`src/rtl/wb_stage.sv`:
```
// Write-back stage: load extraction, register-file retire, exception CSR file,
// and syscall/ertn flush/redirect generation for the five-stage pipeline.
module wb_stage #(
  parameter logic [31:0] CRMD_RESET = 32'h0000_0008
) (
  input  logic        clk,
  input  logic        reset,
  input  logic        to_ws_valid,
  output logic        ws_allow_in,
  output logic        ws_valid,
  input  logic [31:0] ws_pc,
  input  logic [3:0]  ws_rf_we,
  input  logic [4:0]  ws_rf_waddr,
  input  logic [31:0] ws_rf_wdata,
  input  logic [3:0]  ws_mem_op,
  input  logic [31:0] ws_sram_addr,
  input  logic [31:0] data_sram_rdata,
  input  logic        ws_csr_rd,
  input  logic [3:0]  ws_csr_we,
  input  logic [13:0] ws_csr_num,
  input  logic [31:0] ws_csr_wdata,
  input  logic [31:0] ws_csr_wmask,
  input  logic        ws_ertn,
  input  logic        ws_syscall,
  output logic        rf_we,
  output logic [4:0]  rf_waddr,
  output logic [31:0] rf_wdata,
  output logic        flush,
  output logic [31:0] flush_target,
  output logic [31:0] debug_wb_pc,
  output logic [3:0]  debug_wb_rf_we,
  output logic [4:0]  debug_wb_rf_wnum,
  output logic [31:0] debug_wb_rf_wdata
);

  localparam logic [13:0] CSR_CRMD   = 14'h000;
  localparam logic [13:0] CSR_PRMD   = 14'h001;
  localparam logic [13:0] CSR_ESTAT  = 14'h005;
  localparam logic [13:0] CSR_ERA    = 14'h006;
  localparam logic [13:0] CSR_EENTRY = 14'h00C;
  localparam logic [13:0] CSR_SAVE0  = 14'h030;
  localparam logic [13:0] CSR_SAVE1  = 14'h031;
  localparam logic [13:0] CSR_SAVE2  = 14'h032;
  localparam logic [13:0] CSR_SAVE3  = 14'h033;

  localparam logic [31:0] CRMD_WM   = 32'h0000_000F;
  localparam logic [31:0] PRMD_WM   = 32'h0000_0007;
  localparam logic [31:0] ESTAT_WM  = 32'h7FFF_0000;
  localparam logic [31:0] FULL_WM   = 32'hFFFF_FFFF;
  localparam logic [31:0] EENTRY_WM = 32'hFFFF_FFC0;
  localparam logic [5:0]  ECODE_SYS = 6'h0B;

  function automatic logic [31:0] csr_merge(input logic [31:0] old_v, input logic [31:0] wdata,
                                            input logic [31:0] wmask, input logic [31:0] writable);
    csr_merge = ((old_v & ~wmask) | (wdata & wmask)) & writable;
  endfunction

  function automatic logic is_load(input logic [3:0] op);
    case (op)
      4'b0000, 4'b1000, 4'b0001, 4'b1001, 4'b0010: is_load = 1'b1;
      default: is_load = 1'b0;
    endcase
  endfunction

  function automatic logic [31:0] load_ext(input logic [3:0] op, input logic [1:0] off,
                                           input logic [31:0] rdata);
    logic [7:0]  b;
    logic [15:0] h;
    case (off)
      2'd0:    b = rdata[7:0];
      2'd1:    b = rdata[15:8];
      2'd2:    b = rdata[23:16];
      default: b = rdata[31:24];
    endcase
    h = off[1] ? rdata[31:16] : rdata[15:0];
    case (op)
      4'b0000: load_ext = {{24{b[7]}}, b};
      4'b1000: load_ext = {24'h00_0000, b};
      4'b0001: load_ext = {{16{h[15]}}, h};
      4'b1001: load_ext = {16'h0000, h};
      default: load_ext = rdata;
    endcase
  endfunction

  logic              ws_valid_r;
  logic [31:0]       crmd_r, prmd_r, estat_r, era_r, eentry_r;
  logic [31:0]       crmd_nx, prmd_nx, estat_nx, era_nx, eentry_nx;
  logic [3:0][31:0]  save_r, save_nx;
  logic [31:0]       csr_rvalue_s;
  logic              exc_sys_s, exc_ertn_s, csr_wr_s;
  logic              unused_s;

  assign exc_sys_s  = ws_valid_r & ws_syscall;
  assign exc_ertn_s = ws_valid_r & ws_ertn & ~ws_syscall;
  assign csr_wr_s   = ws_valid_r & (|ws_csr_we) & ~ws_syscall;
  assign unused_s   = &{1'b0, ws_sram_addr[31:2]};

  // WB valid bit: a flush kills whatever MEM is handing over this edge.
  always_ff @(posedge clk) begin
    if (reset) begin
      ws_valid_r <= 1'b0;
    end else if (flush) begin
      ws_valid_r <= 1'b0;
    end else begin
      ws_valid_r <= to_ws_valid;
    end
  end

  // CSR next-state: syscall overrides everything, ertn overrides a same-cycle CRMD write.
  always_comb begin
    crmd_nx   = crmd_r;
    prmd_nx   = prmd_r;
    estat_nx  = estat_r;
    era_nx    = era_r;
    eentry_nx = eentry_r;
    save_nx   = save_r;
    if (exc_sys_s) begin
      prmd_nx  = {29'h0000_0000, crmd_r[2:0]};
      crmd_nx  = {crmd_r[31:3], 3'b000};
      era_nx   = ws_pc;
      estat_nx = {1'b0, 9'h000, ECODE_SYS, 16'h0000};
    end else begin
      if (csr_wr_s) begin
        case (ws_csr_num)
          CSR_CRMD:   crmd_nx    = csr_merge(crmd_r, ws_csr_wdata, ws_csr_wmask, CRMD_WM);
          CSR_PRMD:   prmd_nx    = csr_merge(prmd_r, ws_csr_wdata, ws_csr_wmask, PRMD_WM);
          CSR_ESTAT:  estat_nx   = csr_merge(estat_r, ws_csr_wdata, ws_csr_wmask, ESTAT_WM);
          CSR_ERA:    era_nx     = csr_merge(era_r, ws_csr_wdata, ws_csr_wmask, FULL_WM);
          CSR_EENTRY: eentry_nx  = csr_merge(eentry_r, ws_csr_wdata, ws_csr_wmask, EENTRY_WM);
          CSR_SAVE0:  save_nx[0] = csr_merge(save_r[0], ws_csr_wdata, ws_csr_wmask, FULL_WM);
          CSR_SAVE1:  save_nx[1] = csr_merge(save_r[1], ws_csr_wdata, ws_csr_wmask, FULL_WM);
          CSR_SAVE2:  save_nx[2] = csr_merge(save_r[2], ws_csr_wdata, ws_csr_wmask, FULL_WM);
          CSR_SAVE3:  save_nx[3] = csr_merge(save_r[3], ws_csr_wdata, ws_csr_wmask, FULL_WM);
          default:    crmd_nx    = crmd_r;
        endcase
      end else begin
        crmd_nx = crmd_r;
      end
      crmd_nx = exc_ertn_s ? {crmd_nx[31:3], prmd_r[2:0]} : crmd_nx;
    end
  end

  // CSR state registers.
  always_ff @(posedge clk) begin
    if (reset) begin
      crmd_r   <= CRMD_RESET & CRMD_WM;
      prmd_r   <= 32'h0000_0000;
      estat_r  <= 32'h0000_0000;
      era_r    <= 32'h0000_0000;
      eentry_r <= 32'h0000_0000;
      save_r   <= '0;
    end else begin
      crmd_r   <= crmd_nx;
      prmd_r   <= prmd_nx;
      estat_r  <= estat_nx;
      era_r    <= era_nx;
      eentry_r <= eentry_nx;
      save_r   <= save_nx;
    end
  end

  // Combinational CSR read of pre-edge state (csrxchg sees the old value).
  always_comb begin
    case (ws_csr_num)
      CSR_CRMD:   csr_rvalue_s = crmd_r;
      CSR_PRMD:   csr_rvalue_s = prmd_r;
      CSR_ESTAT:  csr_rvalue_s = estat_r;
      CSR_ERA:    csr_rvalue_s = era_r;
      CSR_EENTRY: csr_rvalue_s = eentry_r;
      CSR_SAVE0:  csr_rvalue_s = save_r[0];
      CSR_SAVE1:  csr_rvalue_s = save_r[1];
      CSR_SAVE2:  csr_rvalue_s = save_r[2];
      CSR_SAVE3:  csr_rvalue_s = save_r[3];
      default:    csr_rvalue_s = 32'h0000_0000;
    endcase
  end

  assign ws_allow_in  = 1'b1;
  assign ws_valid     = ws_valid_r;
  assign rf_we        = ws_valid_r & (|ws_rf_we) & ~ws_syscall;
  assign rf_waddr     = ws_rf_waddr;
  assign rf_wdata     = ws_csr_rd ? csr_rvalue_s :
                        is_load(ws_mem_op) ? load_ext(ws_mem_op, ws_sram_addr[1:0], data_sram_rdata) :
                        ws_rf_wdata;
  assign flush        = exc_sys_s | exc_ertn_s;
  assign flush_target = exc_sys_s ? eentry_r : (exc_ertn_s ? era_r : 32'h0000_0000);

  assign debug_wb_pc       = ws_pc;
  assign debug_wb_rf_we    = {4{rf_we}};
  assign debug_wb_rf_wnum  = rf_waddr;
  assign debug_wb_rf_wdata = rf_wdata;

endmodule

```
`config.mk`:
```
export PLATFORM = sky130hd
export DESIGN_NAME = wb_stage
export DESIGN_NICKNAME = d
export VERILOG_FILES = /design/src/rtl/wb_stage.sv
export SDC_FILE = /design/constraint.sdc
export NUM_CORES = 1
export LEC_CHECK = 0
export ABC_CLOCK_PERIOD_IN_PS = 2050
export BUFFER_PORTS_ARGS = -buffer_cell sky130_fd_sc_hd__buf_2
export CORE_AREA = 10 10 173 175
export CTS_CLUSTER_DIAMETER = 80
export DETAILED_ROUTE_END_ITERATION = 7
export DIE_AREA = 0 0 183 185
export PLACE_DENSITY = 0.77
export SYNTH_ARGS = -nofsm -noshare
export SYNTH_HDL_FRONTEND = slang
export SYNTH_SLANG_ARGS = --single-unit
export TNS_END_PERCENT = 10
```
`constraint.sdc`:
```
create_clock -name clk -period 2.05 [get_ports clk]
set_input_delay 0 -clock clk [delete_from_list [all_inputs] [get_ports clk]]
set_output_delay 0 -clock clk [all_outputs]
set_load 0.03 [all_outputs]
```
# Yosys cells after proc, flatten, opt, wreduce, memory -nomap -nowiden
# Cells that the tools add are included.
# totals
register_bits	237
input_bits	229
output_inout_bits	146
word_cells	101
# classes
n_eq_ne	14
muxes	21
bitwise_logic	30
reduce_logical	24
# ops
cell	count
2-to-1 mux 32 bit	9
case mux 32 bit (9 select lines)	1
AND 32 bit	7
bitwise OR 32 bit	6
case mux 32 bit (4 select lines)	1
2-to-1 mux 20 bit	3
== test 14 x 6 -> 1 bit, second input constant	4
NOT 32 bit	1
AND 31 bit	1
bitwise OR 31 bit	1
== test 14 x 3 -> 1 bit, second input constant	2
case mux 8 bit (3 select lines)	1
2-to-1 mux 16 bit	1
AND reduction 3 bit	5
== test 14 x 1 -> 1 bit, second input constant	1
== test 14 x 4 -> 1 bit, second input constant	1
zero test 14 bit	1
2-to-1 mux 3 bit	4
nonzero test 2 bit	6
AND reduction 2 bit	5
== test 4 bit, second input constant	2
OR reduction 4 bit	2
AND 1 bit	7
OR reduction 5 bit	1
other kinds (14)	16

# Depth between registers and ports, before layout
# logic_depth
depth_word	6
mapped_depth	8
mapped_depth_nobuf	5

# Least setup slack after synthesis
# No wires, ideal clock.
# synth_path
kind	input to output
start	input port ws_csr_num[0]
end	output port rf_wdata[11]
t_arrival_ps	2608
required_ps	2050
slack_ps	-558
stages	7
path_buffers	3
path_cell_list	clkbuf_1 > or4_1 > nor4_4 > o31ai_1 > clkbuf_1 > o21ai_0 > buf_4
# synth_between
elab_chain_len	3
elab_cells_between_ends	11
# synth_rtl
element	line	source
start: declaration	20	input logic [13:0] ws_csr_num,
== test 14 x 6 -> 1 bit, or another cell as far along	164	case (ws_csr_num)
case mux 32 bit (9 select lines) *	164	
2-to-1 mux 32 bit *	182	assign rf_wdata = ws_csr_rd ? csr_rvalue_s :
end: declaration	27	output logic [31:0] rf_wdata,
# Every way passes the cells marked *; elsewhere a longest branch is shown, timed or not.

==> impl_metrics.tcl <==
set metrics [dict create \
    cts_buffers 22 \
    yosys.area.top_type "dfxtp_1" \
    fmax_mhz 375.0 \
    tritoncts "done" \
    synth_seq_cells 209 \
    die-area_um2 33860 \
    critPathMaxFanout 2 \
    path_clk_slew_ns 0.06 \
    gp_congestion 0.9934 \
    syn-num-nets 1703 \
    grt_remaining_overflow 0 \
    finalCritPeriodShare_pct 130.1 \
    holdCritPathClass "primary input to primary output" \
    grt_max_degree 104 \
    port-buffer-count 328 \
    synth_simple_gate_area_share_pct 17.96 \
    async_reset_ff_share_pct 0 \
    avgViaCountPerCell 6.342 \
    yosysWarnings 0 \
    synth_edf_count 0 \
    ff_latch_area_um2 4194 \
    start_kind "flop" \
    n_fill_cell 2039 \
    grt_pass1_wl_mm 80.12 \
    cts.sinks 209 \
    synth-compound-area-share_pct 19.40 \
    synth_top_family_by_area "compound AO/OA/AOI/OAI gates" \
    synth_area_leaders "dfxtp_1 (34%), mux2i_1 (12%), nand3_1 (6.5%)" \
    synthFlopType "dfxtp_1" \
    status "complete, but fails checks" \
    drive_above_1_share_pct 33.11 \
    finalHoldViolations 0 \
    slew_headroom_pct 18.12 \
    rsz0062_at_grt "yes" \
    route.detailed.drc 0 \
    slew_viol_final 0 \
    peakVddDrop_mv 0.4389 \
    synth_fa_ha_area_share_pct 0 \
    synth_common_cells "dfxtp_1 (209), nand3_1 (163), nor2_1 (162), mux2i_1 (145), clkbuf_1 (107)" \
    hpwlAfterDp_mm 37.24 \
    post-synth-top-count-cell "dfxtp_1" \
    end_kind "primary output" \
    initial_core_util_pct 46.99 \
    clockBufferDepth 3 \
    yosysTopAreaCellShare_pct 33.51 \
    path_class "flop to primary output" \
    netlist_area_um2 12490 \
    first_pass_iters 7 \
    p_leak_uw 0.007722 \
    fp.dieW_um 183 \
    worst_pin_slew_ns 1.228 \
    cp.required_ns 2.05 \
    setup_violations 64 \
    io_pins 375 \
    final.setup.worst_slack_ns -0.6163 \
    chipHeight_um 185 \
    clk_latency_ns 0.51 \
    netlist_instances 1474 \
    grt_pass1_vias 13610 \
    ys_types 54 \
    fin_setup_tns_ns -11.29 \
    wirelength_mm 52.87 \
    synthMuxAreaShare_pct 18.39 \
    min_period_ns 2.666 \
    cts.htree.levels 1 \
    synth-seq-area-share_pct 33.51 \
    finalNetCount 2040 \
    area.growth.synth_to_final_pct 40.13 \
    whs_ns 0.0001113 \
    failed_checks "setup timing" \
    track_usage_pct 29.62 \
    grt_antenna_before_repair 3 \
    wl_per_cell_um 24.33 \
    ant_nets 0 \
    synth_xor_area_share_pct 0.07014 \
    clock_skew_ns 0.01069 \
    coreArea_um2 26580 \
    drt_iter0_drc 1511 \
    powerDensity_nw_per_um2 587.1 \
    crit_arrival_ns 2.67 \
    avgSynthCellArea_um2 8.471 \
    multi_input_area_um2 7739 \
    drv_cap 0 \
    clock-root-buffer "clkbuf_16" \
    rows 60 \
    num_vias 13780 \
]
[layout make-up]
type | count | area share, %
antenna | 5 | 0.07151
clock buffer | 34 | 3.983
multi-input combinational | 1002 | 44.23
timing repair buffer | 536 | 24.14
clock inverter | 6 | 0.3146
sequential | 209 | 23.97
tap | 341 | 2.438
inverter | 40 | 0.8581
[final timing paths]
check | startpoint | end | slack (ns) | depth (start not counted)
min reg2reg | flop | flop | 0.48 | 2
max reg2reg | ws_valid | flop | 0.11 | 7
min | ws_rf_waddr[1] | debug_wb_rf_wnum[1] | 0.0001 | 0
max | flop | debug_wb_rf_wdata[14] | -0.62 | 4
[logic make-up (layout without fill, tap and decap cells)]
group,after synthesis,in the layout
AO/OA/AOI/OAI,369,369
XOR/XNOR,1,1
buffers and inverters,263,616
flip-flops,209,209
multiplexers,186,186
other,1,6
AND/OR/NAND/NOR,445,445
[what timing repair did]
action	in CTS	in global routing
endpoints found under the setup margin	76	79
endpoints found under the hold margin	209	0
hold buffers	100	0
pin swaps	47	5
resized for setup	149	33
buffers inserted	3	0
gates cloned	1	0
[through the flow]
step / setup slack, ns / util [%] / power (uW) / instances / instance area (um^2)
after floorplan: -0.04649 / - / 5291 / 1474 / 12920
after global placement: -0.2268 / 56.29 / 5876 / 2024 / 14960
after detailed placement: -0.2309 / 56.29 / 5889 / 2024 / 14960
after CTS: -0.5250 / 65.29 / 10240 / 2168 / 17350
after global routing: -0.7205 / 65.82 / 10550 / 2171 / 17490
final: -0.6163 / 65.84 / 10270 / 2173 / 17500
[worst max-delay path, stage by stage, from the launching register on]
cell and delay [ns]:
dfxtp_1 0.31, mux4_2 0.49, a222oi_1 1.01, o22ai_4 0.14
buf_6 0.20
[report_power, final]
part           internal [uW]  switching [uW]
registers               4100            46.4
logic                    816            1170
clock network           2460            1680
[routing by layer]
metal | global-route usage [%] | wire [um] | part of all wire (%)
met1 | 34.51 | 18910 | 36
met2 | 50.35 | 25560 | 48
met3 | 6.661 | 5831 | 11
met4 | 14.69 | 2568 | 4.9
met5 | 0 | 0 | 0
[cell usage in the layout (no fill, tap or decap), drive strengths merged, types with 20 or more instances in the layout]
cell type,n
mux4,34
a211oi,34
o21ai,100
buf,433
dlygate4sd3,100
clkbuf,36
nand4,49
a22o,45
nand3,163
o22ai,29
nor2,162
inv,40
mux2i,145
a21oi,82
dfxtp,209
a221oi,20
Note: power is estimated with default switching activity, not from simulation.
